==> src/rtl/eviction_write_buffer_drain.sv <==
// Drain side of the single-entry eviction write buffer.
// Writes the buffered dirty line back to pmem, forwards cache line reads to
// pmem, and serves reads that hit the buffered line straight from the buffer.
// Reads take priority over drains until MAX_BYPASS reads have been serviced
// while the buffer is valid; after that the next decision forces a drain.
module eviction_write_buffer_drain #(
    parameter int unsigned OFFSET_BITS = 5,
    parameter int unsigned MAX_BYPASS  = 4
) (
    input  logic         clk,
    input  logic         rst_n,
    // eviction buffer side
    input  logic         buf_valid,
    input  logic [255:0] buf_wdata,
    input  logic [31:0]  buf_address,
    output logic         complete_eviction,
    // cache miss path
    input  logic         l2_read,
    input  logic [31:0]  l2_address,
    output logic [255:0] l2_rdata,
    output logic         l2_resp,
    output logic         buf_hit,
    // physical memory
    output logic         pmem_read,
    output logic         pmem_write,
    output logic [31:0]  pmem_address,
    output logic [255:0] pmem_wdata,
    input  logic [255:0] pmem_rdata,
    input  logic         pmem_resp
);

    localparam int unsigned CNT_W = $clog2(MAX_BYPASS + 1);

    typedef enum logic [1:0] {
        IDLE,
        READ,
        FWD,
        WRITE
    } state_e;

    state_e             state_q, state_d;
    logic [31:0]        req_addr_q, req_addr_d;
    logic [255:0]       line_data_q, line_data_d;
    logic [CNT_W-1:0]   bypass_cnt_q, bypass_cnt_d;
    logic               bypass_ok;
    logic               unused_offset_bits;

    // Only the line portion of the addresses takes part in matching.
    assign unused_offset_bits = ^{buf_address[OFFSET_BITS-1:0], l2_address[OFFSET_BITS-1:0]};

    // Read hits the buffered line: combinational, independent of FSM state.
    assign buf_hit = buf_valid & l2_read &
                     (buf_address[31:OFFSET_BITS] == l2_address[31:OFFSET_BITS]);

    // A read may bypass a pending drain only while under the starvation limit.
    assign bypass_ok = !buf_valid || (bypass_cnt_q < CNT_W'(MAX_BYPASS));

    // Next-state and register update logic for the drain/read arbiter.
    always_comb begin
        state_d      = state_q;
        req_addr_d   = req_addr_q;
        line_data_d  = line_data_q;
        bypass_cnt_d = bypass_cnt_q;
        unique case (state_q)
            IDLE: begin
                if (buf_hit) begin
                    line_data_d = buf_wdata;
                    state_d     = FWD;
                end else if (l2_read && bypass_ok) begin
                    req_addr_d = l2_address;
                    state_d    = READ;
                    if (buf_valid) begin
                        bypass_cnt_d = bypass_cnt_q + CNT_W'(1);
                    end
                end else if (buf_valid) begin
                    req_addr_d  = buf_address;
                    line_data_d = buf_wdata;
                    state_d     = WRITE;
                end
            end
            FWD: begin
                state_d = IDLE;
            end
            READ: begin
                if (pmem_resp) begin
                    state_d = IDLE;
                end
            end
            WRITE: begin
                if (pmem_resp) begin
                    bypass_cnt_d = '0;
                    state_d      = IDLE;
                end
            end
            default: begin
                state_d = IDLE;
            end
        endcase
    end

    // State and latched transaction registers; reset abandons any pmem access.
    always_ff @(posedge clk or negedge rst_n) begin
        if (!rst_n) begin
            state_q      <= IDLE;
            req_addr_q   <= '0;
            line_data_q  <= '0;
            bypass_cnt_q <= '0;
        end else begin
            state_q      <= state_d;
            req_addr_q   <= req_addr_d;
            line_data_q  <= line_data_d;
            bypass_cnt_q <= bypass_cnt_d;
        end
    end

    // Output decode from registered state; completions follow pmem_resp directly.
    always_comb begin
        pmem_read         = (state_q == READ);
        pmem_write        = (state_q == WRITE);
        pmem_address      = req_addr_q;
        pmem_wdata        = line_data_q;
        l2_resp           = 1'b0;
        l2_rdata          = '0;
        complete_eviction = 1'b0;
        if (state_q == FWD) begin
            l2_resp  = 1'b1;
            l2_rdata = line_data_q;
        end else if (state_q == READ && pmem_resp) begin
            l2_resp  = 1'b1;
            l2_rdata = pmem_rdata;
        end else if (state_q == WRITE && pmem_resp) begin
            complete_eviction = 1'b1;
        end
    end

endmodule

==> config.mk <==
export PLATFORM = sky130hd
export DESIGN_NAME = eviction_write_buffer_drain
export DESIGN_NICKNAME = d
export VERILOG_FILES = /design/src/rtl/eviction_write_buffer_drain.sv
export SDC_FILE = /design/constraint.sdc
export NUM_CORES = 1
export LEC_CHECK = 0
export CORE_AREA = 3 3 435 437
export CTS_CLUSTER_DIAMETER = 100
export DETAILED_ROUTE_END_ITERATION = 8
export DIE_AREA = 0 0 438 440
export PLACE_DENSITY = 0.3
export SLEW_MARGIN = 20
export SYNTH_ARGS = -nofsm -noshare
export SYNTH_HDL_FRONTEND = slang
export SYNTH_SLANG_ARGS = --single-unit
==> constraint.sdc <==
create_clock -name clk -period 5.43 [get_ports clk]
set_clock_uncertainty 0.2 [all_clocks]
set_input_delay 1.086 -clock clk [delete_from_list [all_inputs] [get_ports clk]]
set_output_delay 1.086 -clock clk [all_outputs]
set_load 0.1 [all_outputs]
Yosys cells after proc, flatten, opt, wreduce, memory -nomap -nowiden. Index checks and enable logic that the tools add are counted.

Register bits: 293. Bits of input ports: 581. Output and inout port bits: 549. Word-level logic and storage cells: 56.

Add/subtract/negate cells: 1. Order comparisons: 1. Eq/ne operators: 11. Muxes and demuxes: 22. Bitwise gates (word level): 3. Reduce and logical (&&, ||, !) cells: 14.

Operator list (count): two-way mux 256 bit (5); two-way mux 32 bit (2); equality test 27 bit (1); two-way mux 3 bit (4); two-way mux 2 bit (4); inequality test 2 bit, second input constant (4); case mux 2 bit (3 select lines) (1); case mux 3 bit (2 select lines) (1); AND reduction 3 bit (2); nonzero test 2 bit (3); two-way mux 1 bit (5); AND reduction 5 bit (1); equality test 2 bit, second input constant (2); inequality test 2 x 1 -> 1 bit, second input constant (2); inequality test 4 bit, second input constant (1); adder 3 x 1 -> 3 bit, second input constant (1); logical AND 1 bit (3); < comparator 3 bit, second input constant (1); bitwise AND 1 bit (2); equality test 2 x 1 -> 1 bit, second input constant (1); zero test 2 bit (1); AND reduction 2 bit (1); OR reduction 2 bit (1); zero test 1 bit (1); other kinds (2) (2).

Depth between registers and ports, before layout. Gate-level depths: netlist of run 1.

Depth in word-level cells: 6. Gate-level depth with buffers: 7. Depth with buffers taken out: 5.

Least setup slack after synthesis of run 1. No wires, ideal clock.

Path kind: register to output. Start point: reg state_q[0]. End point: out l2_rdata[225]. Data arrival time: 3.586 ns. Required time: 4.144 ns. Path slack: 0.558 ns. Cell stages (with the launch flop): 7. Buffers on the path: 3. Path through: dfrtp_1 nor2b_1 and2_1 clkbuf_1 clkbuf_1 buf_1 a22o_1.

Word-level cells in the longest chain between the ends: 4. Elaborated cells between the ends (all ways): 5. Classes of those cells: 2 x eq/ne; 2 x mux; 1 x reduce/logical.

Ends and longest elaborated chain: start, declared (RTL line 41) `state_e state_q, state_d;`; start signal, assigned (RTL line 109) `state_q <= state_d;`; equality test 2 x 1 -> 1 bit; via pmem_read (RTL line 24) `output logic pmem_read,`; logical AND 1 bit (RTL line 128) `end else if (state_q == READ && pmem_resp) begin`; two-way mux 256 bit (RTL line 128); two-way mux 256 bit (RTL line 125) `if (state_q == FWD) begin`; end, declared (RTL line 20) `output logic [255:0] l2_rdata,`.

The timed path passes the listed nets, and every way through them passes these cells.

Final worst setup path of run 1.
Start point: in l2_address[10]. End point: out buf_hit.

Word-level cells in the longest chain between the ends: 2.

Ends and longest elaborated chain: start, declared (RTL line 19) `input logic [31:0] l2_address,`; equality test 27 bit (RTL line 53) `(buf_address[31:OFFSET_BITS] == l2_address[31:OFFSET_BITS]);`; bitwise AND 1 bit (RTL line 52) `assign buf_hit = buf_valid & l2_read &`; end, declared (RTL line 22) `output logic buf_hit,`.

Every way passes these cells.

==> reports/metrics.yaml, run 1 <==
ioPinCount: 1130
postRouteAntennaNets: 0
die_area_um2: 193000
syn_avg_cell_area_um2: 13.7
die_y_um: 440
antenna_found_initial: 54
die_x_um: 438
ys_ff_latch: 293
status: "complete, no violations"
min_path_type: "reg2reg"
startpoint_type: "primary input"
worst-path-stages: 8
first_global_vias: 15400
crit_path_max_fanout: 2
cts_hold_buffers: 0
setup_viol_count_final: 0
finalMaxSlewViolations: 0
critPathCaptureType: "primary output"
synth_top_area_cell: "dfrtp_1"
rows: 158
slew_headroom: 0.228
cts.sinks: 293
clockBufferDepth: 3
rsz0062_at_grt: "no"
postSynthCellCount: 1045
synthesis.nets: 1627
syn-cell-area_um2: 14400
cts_resized: 0
drv_cap: 0
drt_first_pass_iters: 4
portBuffers: 1129
final_layout_size_suffix_gt1_frac: 0.250
vias: 14500
grt_max_degree: 79
cts-root-buf: "clkbuf_16"
whs_path_depth: 1
grt_use_total: 0.137
reg2reg_depth: 6
gp_congestion: 0.852
arrival_ps: 3420
synth_top_area_frac: 0.511
slowest_stage: "or4_1"
design.core.area_um2: 185000
initial_core_util: 0.0774
final_cell_mix: "clkdlybuf4s50_1, dfrtp_1, a22o_1"
synth_area_leaders: "dfrtp_1, mux2_1, a22o_1, mux2_2, buf_6"
viasPerCell: 3.09
grt-ovfl-total: 0
h-tree-depth: 2
ys_warn_count: 0
critPathBufInv: 3
clk_latency_ps: 620
final_common_cell: "clkdlybuf4s50_1"
cts_inserted_buffers: 47
cts_setup_buffers: 0
path_cells: "clkdlybuf4s50_1, xor2_1, nor4_1, buf_4, nand2_1, or4_1, nor2_1, buf_12"
drt-wirelength-per-cell_um: 29.5
finalCritPeriodShare: 0.866
critPathKind: "in2out"
crit_family: "simple AND/OR/NAND/NOR gates"
worst_pin_slew_ps: 1150
finalCriticalPeriod_ps: 4710
slowest_delay_ps: 550
drc: 0
area_growth_pct: 120
nNetsFinal: 2754
hold_ws_ps: 302
drtIter0Drc: 579
hold_violations: 0
setup_tns_ps: 0
timing.fmax_mhz: 213
synth.distinct_cells: 35
required_ps: 4140
synth-seq-area-share: 0.511
path_clk_slew_ps: 50
dpl.hpwl_mm: 119
grt_pass1_wl_mm: 172
cts_tree: "built"
fillers: 20600
routed_wl_mm: 139
-- Yosys cell counts (all sizes together) --
library cell,number
a21boi,1
nand3,3
or4,1
o2bb2ai,1
ha,1
nor3b,1
mux2,320
and4bb,1
nand4,3
a22o,256
and2,1
nor2b,2
o211ai,2
clkbuf,58
xor2,25
or2,1
xnor2,2
nor2,5
buf,34
nor4,12
o22ai,1
o21ai,3
inv,3
a21o,2
and3,1
a21oi,2
dfrtp,293
and4,1
nand2,9
-- registers in the layout, summed over array words and instances, names as in the netlist --
| register | count |
|---|---|
| pmem_wdata | 256 |
| pmem_address | 32 |
| state_q | 2 |
| bypass_cnt_q | 3 |
-- final timing paths --
path / start / end / slack [ps]
worst min register to register: pmem_address[20]$_DFFE_PN0P_ / pmem_address[20]$_DFFE_PN0P_ / 300
max in group asynchronous: rst_n / pmem_wdata[179]$_DFFE_PN0P_ / 3650
worst max register to register: state_q[0]$_DFFE_PN0P_ / pmem_wdata[56]$_DFFE_PN0P_ / 2660
worst min-delay path: pmem_address[20]$_DFFE_PN0P_ / pmem_address[20]$_DFFE_PN0P_ / 300
worst max-delay path: l2_address[10] / buf_hit / 720
min in group asynchronous: rst_n / pmem_wdata[238]$_DFFE_PN0P_ / 320
-- routing by layer --
metal	GRT usage	wire length, um	share of wire
met1	0.146	50000	0.36
met2	0.243	70700	0.51
met3	0.0591	13600	0.098
met4	0.0408	4100	0.030
met5	0	97	0.00070
-- through the flow --
| step | utilization | setup WS [ps] | instance area (um2) | cells |
|---|---|---|---|---|
| after detailed placement | 0.162 | 627 | 30000 | 4603 |
| after CTS | 0.170 | 622 | 31500 | 4683 |
| after global routing | 0.170 | 511 | 31500 | 4688 |
| after global placement | 0.162 | 627 | 30000 | 4603 |
| final | 0.170 | 725 | 31500 | 4698 |
| after floorplan | - | 558 | 14400 | 1045 |
-- worst register-to-register path, stage by stage (launching register included) --
cell and delay, ps:
dfrtp_1 460, nor3b_1 430, nand4_1 240, o22ai_4 230, buf_12 220, buf_12 410
mux2_1 460
-- area by class of cell --
type,instances,area [um2],share of cell area
antenna,15,37.5,0.00119
clock buffer,64,1340,0.0425
clock inverter,16,191,0.00608
inverter,3,11.3,0.000357
multi-input combinational,657,6480,0.206
sequential,293,7330,0.233
tap,2480,3100,0.0985
timing repair buffer,1170,13000,0.413
-- logic make-up after synthesis --
kind of cell	synth area share
buffers and inverters	0.0395
AND/OR/NAND/NOR	0.0186
multiplexers	0.251
adder cells (fa/ha/maj)	0.000871
flip-flops	0.511
XOR/XNOR	0.0165
AO/OA/AOI/OAI	0.163
Power of run 1 is not shown: default switching activity piles up to over one toggle a cycle in this logic, so the estimate is an artifact.
==> inputs of run 2 (changes only) <==
- ABC_CLOCK_PERIOD_IN_PS: unset -> 5430
- SLEW_MARGIN: 20 -> 30
==> run 2 against run 1 <==
Critical path depth did not move. Die area did not move. Via count rose by 0.20%. Sequential share of layout area rose by 0.18 points. Worst setup slack improved by 9.0 ps. Wire length barely moved. Count of clock-buffer cells in the layout rose by 6. Maximum frequency rose by 0.19%. First-iteration DRC count fell by 7.8%. Cell count barely moved. Critical path type unchanged.
==> reports/metrics.yaml, run 2 (synthesis results as in run 1) <==
design.core.area_um2: 185000
drv_cap: 0
rsz0062_at_grt: "no"
viasPerCell: 3.09
cts_hold_buffers: 0
grt-ovfl-total: 0
status: "complete, no violations"
path_clk_slew_ps: 60
cts_inserted_buffers: 48
timing.fmax_mhz: 213
largest_reg_flops: 256
drt_first_pass_iters: 7
utilization: 0.169
slowest_delay_ps: 550
postRouteAntennaNets: 0
placed_cell_area_um2: 29600
portBuffers: 1129
cts-root-buf: "clkbuf_16"
ioPinCount: 1130
gp_congestion: 0.852
arrival_ps: 3410
finalMaxSlewViolations: 0
antenna_found_initial: 54
slowest_stage: "or4_1"
initial_core_util: 0.0774
setup_tns_ps: 0
h-tree-depth: 2
worst_pin_slew_ps: 1040
slew_headroom: 0.306
vias: 14500
setup_ws_ps: 734
crit_path_max_fanout: 2
hold_violations: 0
startpoint_type: "primary input"
crit_family: "simple AND/OR/NAND/NOR gates"
critPathBufInv: 3
drt-wirelength-per-cell_um: 29.5
die_area_um2: 193000
final_common_cell: "clkdlybuf4s50_1"
die_y_um: 440
cts_resized: 0
drtIter0Drc: 534
cts_tree: "built"
routed_wl_mm: 139
cts.sinks: 293
final_layout_size_suffix_gt1_frac: 0.282
grt_use_total: 0.137
post-place-ws_ps: 664
required_ps: 4140
cts_setup_buffers: 0
finalCriticalPeriod_ps: 4700
min_path_type: "reg2reg"
postLayoutCellArea_um2: 31300
setup_viol_count_final: 0
grt_max_degree: 79
area_growth_pct: 118
nNetsFinal: 2755
die_x_um: 438
critPathKind: "in2out"
drc: 0
first_global_vias: 15400
path_cells: "clkdlybuf4s50_1, xor2_1, nor4_1, buf_4, nand2_1, or4_1, nor2_1, buf_12"
rows: 158
critPathCaptureType: "primary output"
finalCritPeriodShare: 0.865
clk_latency_ps: 620
grt_pass1_wl_mm: 173
clockBufferDepth: 3
dpl.hpwl_mm: 119
final_cell_mix: "clkdlybuf4s50_1, dfrtp_1, a22o_1"
run 2: cell count changes in the layout (fill, tap and decap cells not counted), moves of 2 or more:
cell,before,now
diode_2,15,12
clkinv_8,2,0
clkinv_2,7,5
clkdlybuf4s50_1,796,729
inv_16,0,2
buf_2,8,75
clkbuf_16,47,49
clkbuf_8,10,14
run 2: worst paths after layout:
check / slack (ps) / start / to / cells past startpoint
worst max-delay path: 730 / l2_address[10] / buf_hit / 8
worst min-delay path: 300 / pmem_address[1]$_DFFE_PN0P_ / pmem_address[1]$_DFFE_PN0P_ / 1
worst max register to register: 2710 / state_q[0]$_DFFE_PN0P_ / pmem_wdata[100]$_DFFE_PN0P_ / 6
worst min register to register: 300 / pmem_address[1]$_DFFE_PN0P_ / pmem_address[1]$_DFFE_PN0P_ / 1
max in group asynchronous: 3680 / rst_n / pmem_wdata[182]$_DFFE_PN0P_ / 2
min in group asynchronous: 320 / rst_n / pmem_wdata[238]$_DFFE_PN0P_ / 1
run 2: stage by stage:
stage	hold slack, ps	std cells
after floorplan	288	1045
after global placement	291	4603
after detailed placement	291	4603
after CTS	307	4687
after global routing	314	4690
final	303	4699
run 2: layer usage:
layer | routed length [um] | vias to the layer above | global-route usage
met1 | 51100 | 7408 | 0.149
met4 | 4010 | 10 | 0.0379
li1 | - | 6287 | -
met3 | 12500 | 152 | 0.0555
met5 | 69 | - | 0
met2 | 70900 | 682 | 0.245
run 2: final cells by class:
cell class                 count  area, um2
fill                       20700     154000
timing repair buffer        1170      12700
sequential                   293       7330
multi-input combinational    657       6480
tap                         2480       3100
clock buffer                  70       1450
clock inverter                14        188
antenna                       12       30.0
inverter                       3       11.3
run 2: worst register-to-register path: stages, from the launching register on:
cell     delay (ps)
dfrtp_1         450
nor3b_1         400
nand4_1         230
o22ai_4         230
buf_12          220
buf_12          390
mux2_1          470
Power of run 2 is left out for the same reason.
==> inputs of run 3 (changes only) <==
- CTS_CLUSTER_DIAMETER: 100 -> 30
==> run 3 against run 2 <==
Cell area grew 8.8%. Via count grew 3.9%. Wire length grew 1.2%. Sequential cell count is the same. Hold slack lost 100 ps. Die area is the same. Core utilization grew 1.5 points. Critical endpoint unchanged.
==> reports/metrics.yaml, run 3 (synthesis results as in run 1) <==
min_path_type: "in2async"
clk_latency_ps: 710
gp_congestion: 0.852
first_global_vias: 16400
final_cell_mix: "clkdlybuf4s50_1, dfrtp_1, a22o_1"
final_layout_size_suffix_gt1_frac: 0.306
cts.sinks: 293
startpoint_type: "primary input"
cts_setup_buffers: 0
portBuffers: 1129
dpl.hpwl_mm: 119
cts_inserted_buffers: 138
finalMaxSlewViolations: 0
nNetsFinal: 2845
timing.fmax_mhz: 213
required_ps: 4140
arrival_ps: 3400
critPathKind: "in2out"
cts_hold_buffers: 0
status: "complete, no violations"
grt_pass1_wl_mm: 175
final_common_cell: "clkdlybuf4s50_1"
finalCriticalPeriod_ps: 4690
postRouteAntennaNets: 0
utilization: 0.183
grt_max_degree: 79
setup_tns_ps: 0
grt_use_total: 0.140
drt-wirelength-per-cell_um: 28.8
post-place-ws_ps: 664
ioPinCount: 1130
antenna_found_initial: 54
rows: 158
drc: 0
clockBufferDepth: 3
path_clk_slew_ps: 40
die_y_um: 440
drv_cap: 0
drt_first_pass_iters: 7
vias: 15100
largest_reg_flops: 256
finalCritPeriodShare: 0.863
setup_ws_ps: 742
die_area_um2: 193000
crit_path_max_fanout: 2
h-tree-depth: 4
hold_violations: 0
rsz0062_at_grt: "no"
setup_viol_count_final: 0
cts_resized: 0
drtIter0Drc: 551
worst_pin_slew_ps: 1030
viasPerCell: 3.11
slew_headroom: 0.308
routed_wl_mm: 140
cts_tree: "built"
initial_core_util: 0.0774
area_growth_pct: 137
design.core.area_um2: 185000
die_x_um: 438
critPathCaptureType: "primary output"
grt-ovfl-total: 0
cts-root-buf: "clkbuf_16"
==> run 3: cell types whose count changed in the layout (fill, tap and decap cells not counted), sizes merged <==
| cell | change |
|---|---|
| bufinv | -3 |
| clkinvlp | -2 |
| clkinv | +8 |
| inv | +1 |
| clkbuf | +154 |
| diode | +3 |
==> run 3: layout make-up <==
class / instances / area [um2]
tap: 2480 / 3100
timing repair buffer: 1170 / 12700
clock inverter: 18 / 375
sequential: 293 / 7330
antenna: 15 / 37.5
multi-input combinational: 657 / 6480
fill: 20500 / 151000
clock buffer: 224 / 4010
inverter: 3 / 11.3
==> run 3: routing by layer <==
layer  wire length (um)  vias to the layer above  part of all wire  GRT usage
met5                 68                        -           0.00049          0
met4               4910                       10             0.035     0.0511
met3              15000                      219              0.11     0.0643
met2              70400                      778              0.50      0.242
met1              49800                     7567              0.35      0.148
li1                   -                     6528                 -          -
==> run 3: path summary, 6_finish.rpt <==
path                                                  start                          end  slack (ps)  cells past startpoint
worst max-delay path                         l2_address[10]                      buf_hit         740                      8
worst min-delay path                                  rst_n  pmem_wdata[238]$_DFFE_PN0P_         200                      1
worst max register to register       state_q[0]$_DFFE_PN0P_  pmem_wdata[119]$_DFFE_PN0P_        2730                      6
worst min register to register  pmem_address[1]$_DFFE_PN0P_  pmem_address[1]$_DFFE_PN0P_         300                      1
max in group asynchronous                             rst_n  pmem_wdata[180]$_DFFE_PN0P_        3780                      2
min in group clk                pmem_address[1]$_DFFE_PN0P_  pmem_address[1]$_DFFE_PN0P_         300                      1
==> run 3: critical path, stage by stage <==
cell	delay [ps]
clkdlybuf4s50_1	430
xor2_1	200
nor4_1	420
buf_4	200
nand2_1	50
or4_1	550
nor2_1	240
buf_12	210
==> run 3: metrics by stage <==
step                area, um2  hold WS (ps)  instances
floorplan               14400           288       1045
global placement        30000           291       4603
detailed placement      29600           291       4603
CTS                     34000           156       4845
global route            34000           189       4849
finish                  34000           202       4860
Power of run 3 is left out for the same reason.
